`src/rtl/lfsr_gen.sv`:
```
// Parametrised Fibonacci LFSR with counted/free-run modes and a valid/ready output.
// Each advance applies STEPS single shifts and registers the XOR fold of the new state.
module lfsr_gen #(
    parameter int              WIDTH = 32,
    parameter logic [WIDTH-1:0] TAPS = WIDTH'(32'h4000_1064),
    parameter logic [WIDTH-1:0] SEED = WIDTH'(1),
    parameter int              STEPS = 1,
    parameter int              OUT_W = 8,
    parameter int              CNT_W = 16
) (
    input  logic             clk,
    input  logic             rst,
    input  logic [WIDTH-1:0] ldVal,
    input  logic             ldLFSR,
    input  logic             step,
    input  logic             runStart,
    input  logic [CNT_W-1:0] runCnt,
    input  logic             freeRun,
    input  logic             psrReady,
    output logic [WIDTH-1:0] lfsrVal,
    output logic [OUT_W-1:0] psrVal,
    output logic             psrValid,
    output logic             busy,
    output logic             lockErr
);

    typedef enum logic [1:0] {
        IDLE,
        RUN,
        FREE
    } fsm_t;

    fsm_t             fsm_q;
    fsm_t             fsm_d;
    logic [CNT_W-1:0] cnt_q;
    logic [CNT_W-1:0] cnt_d;
    logic [WIDTH-1:0] lfsr_q;
    logic [WIDTH-1:0] shift_v;
    logic [WIDTH-1:0] adv_v;
    logic [OUT_W-1:0] psr_q;
    logic [OUT_W-1:0] fold_v;
    logic             valid_q;
    logic             busy_q;
    logic             lock_q;
    logic             stall;
    logic             adv;
    logic             load;
    logic             is_zero;

    assign stall = valid_q & ~psrReady;

    // Next state for one advance; an all-zero state recovers to SEED.
    always_comb begin
        shift_v = lfsr_q;
        for (int k = 0; k < STEPS; k++) begin
            shift_v = {shift_v[WIDTH-2:0], ^(shift_v & TAPS)};
        end
        is_zero = (lfsr_q == '0);
        adv_v   = is_zero ? SEED : shift_v;
        fold_v  = '0;
        for (int i = 0; i < WIDTH; i++) begin
            fold_v[i % OUT_W] = fold_v[i % OUT_W] ^ adv_v[i];
        end
    end

    always_comb begin
        fsm_d = fsm_q;
        cnt_d = cnt_q;
        adv   = 1'b0;
        load  = 1'b0;
        if (ldLFSR) begin
            load  = 1'b1;
            fsm_d = IDLE;
            cnt_d = '0;
        end else begin
            unique case (fsm_q)
                IDLE: begin
                    if (runStart && runCnt != '0) begin
                        cnt_d = runCnt;
                        fsm_d = RUN;
                    end else if (freeRun) begin
                        fsm_d = FREE;
                    end else if (step && !stall) begin
                        adv = 1'b1;
                    end
                end
                RUN: begin
                    if (!stall) begin
                        adv   = 1'b1;
                        cnt_d = cnt_q - CNT_W'(1);
                        if (cnt_q == CNT_W'(1)) begin
                            fsm_d = IDLE;
                        end
                    end
                end
                FREE: begin
                    if (!freeRun) begin
                        fsm_d = IDLE;
                    end else if (!stall) begin
                        adv = 1'b1;
                    end
                end
                default: begin
                    fsm_d = IDLE;
                end
            endcase
        end
    end

    always_ff @(posedge clk) begin
        if (!rst) begin
            lfsr_q  <= SEED;
            psr_q   <= '0;
            valid_q <= 1'b0;
            lock_q  <= 1'b0;
            busy_q  <= 1'b0;
            fsm_q   <= IDLE;
            cnt_q   <= '0;
        end else begin
            lock_q <= 1'b0;
            if (load) begin
                lfsr_q  <= ldVal;
                valid_q <= 1'b0;
            end else if (adv) begin
                lfsr_q  <= adv_v;
                psr_q   <= fold_v;
                valid_q <= 1'b1;
                lock_q  <= is_zero;
            end else if (psrReady) begin
                valid_q <= 1'b0;
            end
            fsm_q  <= fsm_d;
            cnt_q  <= cnt_d;
            busy_q <= (fsm_d != IDLE);
        end
    end

    assign lfsrVal  = lfsr_q;
    assign psrVal   = psr_q;
    assign psrValid = valid_q;
    assign busy     = busy_q;
    assign lockErr  = lock_q;

endmodule

```
`config.mk`:
```
export PLATFORM = sky130hd
export DESIGN_NAME = lfsr_gen
export DESIGN_NICKNAME = d
export VERILOG_FILES = /design/src/rtl/lfsr_gen.sv
export SDC_FILE = /design/constraint.sdc
export NUM_CORES = 1
export LEC_CHECK = 0
export ABC_CLOCK_PERIOD_IN_PS = 4200
export CAP_MARGIN = 20
export CORE_MARGIN = 3
export CORE_UTILIZATION = 46
export CTS_CLUSTER_DIAMETER = 80
export DETAILED_ROUTE_END_ITERATION = 10
export PLACE_DENSITY_LB_ADDON = 0.15
export SLEW_MARGIN = 10
export SYNTH_ARGS = -nofsm -noshare
export SYNTH_HDL_FRONTEND = slang
export SYNTH_SLANG_ARGS = --single-unit
```
`constraint.sdc`:
```
create_clock -name clk -period 4.2 [get_ports clk]
set_clock_uncertainty 0.1 [all_clocks]
set_input_delay 1.05 -clock clk [delete_from_list [all_inputs] [get_ports clk]]
set_output_delay 1.05 -clock clk [all_outputs]
set_load 0.02 [all_outputs]
```
* After elaboration in Yosys (flattened, before gate mapping)
Index checks and enable logic that the tools add are counted.
** Operators by class
- Magnitude comparators :: 0
- Multiplexer cells :: 23
- Div/mod/pow operators :: 0
- Reductions and logical operators :: 16
- Shift-type cells :: 0
- $add $sub $neg :: 1
- $mul :: 0
- Bitwise logic cells :: 29
- Equal/unequal tests :: 5
** Operators with widths (number)
- 32-bit 2-to-1 mux :: 3
- 32-bit zero test :: 1
- 16-bit 2-to-1 mux :: 2
- 16-bit one-hot mux with 2 select lines :: 1
- 32-bit XOR reduction :: 1
- 1-bit XOR :: 24
- 16-bit by 1-bit == test with 1-bit output, second input constant :: 1
- 16-bit nonzero test :: 1
- 16-bit by 1-bit subtractor with 16-bit output, second input constant :: 1
- 2-bit 2-to-1 mux :: 6
- 1-bit 2-to-1 mux :: 9
- 2-bit nonzero test :: 4
- 2-bit one-hot mux with 3 select lines :: 1
- 2-bit != test, second input constant :: 2
- 1-bit inverter :: 4
- 2-bit OR reduction :: 2
- 1-bit one-hot mux with 3 select lines :: 1
- 3-bit AND reduction :: 1
- 3-bit OR reduction :: 1
- 2-bit by 1-bit == test with 1-bit output, second input constant :: 1
- 2-bit == test, second input constant :: 1
- 1-bit logical AND :: 2
- 2-bit zero test :: 1
- 2-bit AND reduction :: 1
- other kinds (2) :: 2
** Storage, ports and cells
- Input port bits :: 55
- Memory bits (read-only) :: 0
- RAM bits :: 0
- Flip-flop bits (word level) :: 61
- Output and inout bits :: 43
- Latch bits :: 0
- Logic and storage cells :: 81
- Memories kept :: 0

* Logic depth before layout (Yosys ltp)
- Depth in word-level cells :: 11
- Depth in mapped cells :: 9
- Mapped depth without buffers :: 8

* Worst setup path before layout
No wires, ideal clock.
- Kind :: input to register
- Start point :: input runCnt[11]
- End point :: register psr_q[0], in the netlist psrVal[0]
- Data arrival time :: 3.142 ns
- Stages on the path :: 9
- Slack :: 0.879 ns
- Setup time :: 0.079 ns
- Data required time :: 4.021 ns
- Path buffers :: 3
- Path through :: or4_1 -> or4_1 -> a221oi_2 -> and2_1 -> buf_2 -> buf_6 -> buf_6 -> nand2_1 -> o221ai_2
** Between the ends
- Cells in the longest elaborated chain, start to end :: 6
** RTL lines
- start: declaration :: line 17 : input logic [CNT_W-1:0] runCnt,
- 16-bit nonzero test :: line 78 : if (runStart && runCnt != '0) begin
- 1-bit logical AND :: line 78
- 1-bit 2-to-1 mux :: line 78
- 1-bit one-hot mux with 3 select lines :: line 76 : unique case (fsm_q)
- 1-bit 2-to-1 mux :: line 71 : if (ldLFSR) begin
- 2-bit AND reduction (no line)
- end signal: assignment :: line 126 : psr_q <= fold_v;
- end: declaration :: line 40 : logic [OUT_W-1:0] psr_q;
Every way passes these cells.
A chain may end at the register's enable or synchronous reset.

* Final worst setup path
- Start point :: input runCnt[8]
- End point :: register lfsr_q[16], in the netlist lfsrVal[16]
** Between the ends
- Cells in the longest elaborated chain, start to end :: 6
** RTL lines
- 16-bit nonzero test :: line 78
- 1-bit logical AND :: line 78
- 1-bit 2-to-1 mux :: line 78
- 1-bit one-hot mux with 3 select lines :: line 76
- 1-bit 2-to-1 mux :: line 71
- 2-bit nonzero test (no line)
- end signal: assignment :: line 122 : lfsr_q <= ldVal;
- end signal: assignment :: line 125 : lfsr_q <= adv_v;
- end: declaration :: line 37 : logic [WIDTH-1:0] lfsr_q;
Every way passes these cells.

==> impl_metrics.env <==
export IMPL_dieArea_um2=7600
export IMPL_startpoint_type="primary input"
export IMPL_worst_path_max_fanout=32
export IMPL_tightest_slew_ns=0.736
export IMPL_arrival_ns=3.80
export IMPL_fillers=469
export IMPL_worstSetupEndpointType="flip-flop"
export IMPL_final_area_um2=4300
export IMPL_io_buffers=97
export IMPL_drt_iter0_drc=437
export IMPL_hold_class="reg -> reg"
export IMPL_core_area_um2=6170
export IMPL_cts_tree="built"
export IMPL_leakagePower_nw=1.55
export IMPL_grt_util_all_layers=0.240
export IMPL_synthArstFlopShare=0
export IMPL_relSlewSlack=0.510
export IMPL_synth_top_cell_area_share=0.403
export IMPL_synth_top_area_cell="dfxtp_1"
export IMPL_fmax_ghz=0.269
export IMPL_layout_min_cycle_time_ns=3.71
export IMPL_synth_seq_area_share=0.403
export IMPL_path_cells="clkdlybuf4s50_1 -> or4_1 -> or4_1 -> a221oi_2 -> a21oi_2 -> buf_4 -> a222oi_1 -> nor2_1"
export IMPL_crit_family="simple AND/OR/NAND/NOR gates"
export IMPL_syn_to_final_growth_pct=41.8
export IMPL_htreeDepth=3
export IMPL_tns_ns=0
export IMPL_synth_distinct_cells=40
export IMPL_route_detailed_drc=2
export IMPL_crit_path_frequent_cell="or4_1"
export IMPL_cts_buffer_depth=2
export IMPL_numClockSinks=61
export IMPL_start_util=0.492
export IMPL_dr_pass1_iters=11
export IMPL_layout_drive_gt1_share=0.0595
export IMPL_chipHeight_um=87.2
export IMPL_synth_ff_type="dfxtp_1"
export IMPL_layout_nets=506
export IMPL_wl_per_cell_um=17.1
export IMPL_path_buf_inv=2
export IMPL_ant_nets=0
export IMPL_numCtsBuffers=9
export IMPL_yosys_warnings=0
export IMPL_gr_total_overflow=0
export IMPL_violations="DRC"
export IMPL_critPathRequiredTime_ns=4.29
export IMPL_avgSynthCellArea_um2=8.42
export IMPL_dp_hpwl_um=6400
export IMPL_clkLatencyLatePin_ns=0.33
export IMPL_cp_slowest_cell="or4_1"
export IMPL_num_vias=3275
export IMPL_syn_area_um2=3030
export IMPL_setup_viol=0
export IMPL_netlist_top_cells_area="dfxtp_1 (40%), a222oi_1 (10%), nor2_1 (7.2%)"
export IMPL_dpl_instance_area_um2=4050
export IMPL_clkTransAtPathRegs_ns=0.06
export IMPL_ctsHoldBuffers=0
export IMPL_utilization=0.697
export IMPL_grt_antenna_before_repair=0
export IMPL_crit_type="in -> reg"
export IMPL_power_density_nw_per_um2=390
export IMPL_grt_pass1_vias=2882
export IMPL_fin_crit_sh=0.884
export IMPL_status="complete, but fails checks"
export IMPL_grt_max_degree=50
export IMPL_synth_seq_cells=61
export IMPL_synthCells=360
export IMPL_wl_um=9060
export IMPL_drv_slew=0
export IMPL_yosysMostFrequentCell="dfxtp_1"
export IMPL_ioPinCount=98
export IMPL_rsz0062_at_grt="no"
export IMPL_hold_viol=0
export IMPL_grt_first_pass_wirelength_um=14300
export IMPL_vias_per_cell=6.19
export IMPL_ir_drop_mv=0.265
export IMPL_drv_cap=0
export IMPL_cts_setup_buffers=0
export IMPL_max_stage_delay_ns=0.57
export IMPL_gp_congestion=0.876
export IMPL_synth_edff_count=0
export IMPL_diodes=0
export IMPL_clockRootBuffer="clkbuf_8"
export IMPL_die_w_um=87.2
export IMPL_cts_resized=0
export IMPL_synth_nets=417
export IMPL_netlist_top_cells_count="dfxtp_1 (61), nor2_1 (58), nand2_1 (32), a222oi_1 (31), xnor2_1 (22)"
export IMPL_num_rows=28
==> per-stage QoR <==
step	hold WS, ns	setup slack [ns]	total power, mW	std cells
floorplan	0.327	0.879	0.882	360
global placement	0.335	0.236	1.03	512
detailed placement	0.346	0.180	1.04	513
CTS	0.356	0.504	1.68	529
global route	0.396	0.328	1.74	529
finish	0.354	0.487	1.68	529
==> state kept, by name (all words and copies together), names as in the netlist <==
signal / cells
fsm_q: 2
lfsrVal: 32
psrValid: 1
lockErr: 1
busy: 1
cnt_q: 16
psrVal: 8
==> final timing paths <==
| path | start | to | slack, ns | cells after the start |
|---|---|---|---|---|
| worst max-delay path | runCnt[8] | lfsrVal[16] | 0.49 | 8 |
| worst min-delay path | cnt_q[9] | cnt_q[9] | 0.35 | 2 |
| worst max register to register | fsm_q[0] | cnt_q[7] | 1.90 | 7 |
| worst min register to register | cnt_q[9] | cnt_q[9] | 0.35 | 2 |
==> where the power goes <==
part           switching, mW  internal [mW]  leakage, nW
combinational          0.193          0.187        0.927
sequential            0.0425          0.611        0.500
clock                  0.233          0.409        0.119
==> cell families (layout without fill, tap and decap cells) <==
| group | Yosys count | after routing | share of synthesized area |
|---|---|---|---|
| multiplexers | 1 | 1 | 0.00330 |
| XOR/XNOR | 25 | 25 | 0.0722 |
| buffers and inverters | 33 | 127 | 0.0495 |
| AO/OA/AOI/OAI | 100 | 100 | 0.253 |
| AND/OR/NAND/NOR | 138 | 138 | 0.210 |
| flip-flops | 61 | 61 | 0.403 |
| adder cells (fa/ha/maj) | 2 | 2 | 0.00825 |
==> placed cells by master, fill, tap and decap left out, drive strengths merged, types with 2 or more instances in the layout <==
cell	instances
inv	6
nand4	2
nand2b	6
a2bb2oi	2
a22oi	7
nor3	8
clkdlybuf4s50	97
a21o	2
nor2b	5
bufinv	3
ha	2
dfxtp	61
or4	8
nand3	3
nor2	58
xor2	3
nand2	32
o21ai	20
a222oi	31
a221oi	2
clkbuf	10
nor3b	3
a211oi	9
buf	8
nor4	11
o41ai	5
xnor2	22
a21oi	15
clkinvlp	2
==> layout make-up <==
| type | count | area [um2] | share of cell area |
|---|---|---|---|
| timing repair buffer | 105 | 1050 | 0.244 |
| clock inverter | 6 | 110 | 0.0256 |
| clock buffer | 10 | 138 | 0.0320 |
| tap | 75 | 93.8 | 0.0218 |
| inverter | 6 | 22.5 | 0.00524 |
| multi-input combinational | 266 | 1660 | 0.387 |
| sequential | 61 | 1220 | 0.284 |
==> tightest hold or removal path: stages, from the launching register on <==
cell and delay (ns):
dfxtp_1 0.31, nand2_1 0.05, a21oi_1 0.05
==> per-layer routing <==
metal / up-vias / GRT usage / part of all wire / wire [um]
met5: - / 0 / 0 / 0
met4: 0 / 0.0697 / 0.011 / 104
met3: 12 / 0.0520 / 0.092 / 830
met2: 187 / 0.338 / 0.44 / 4000
met1: 1541 / 0.363 / 0.46 / 4130
li1: 1535 / - / - / -
No activity file was read; power rests on OpenSTA's default activity.
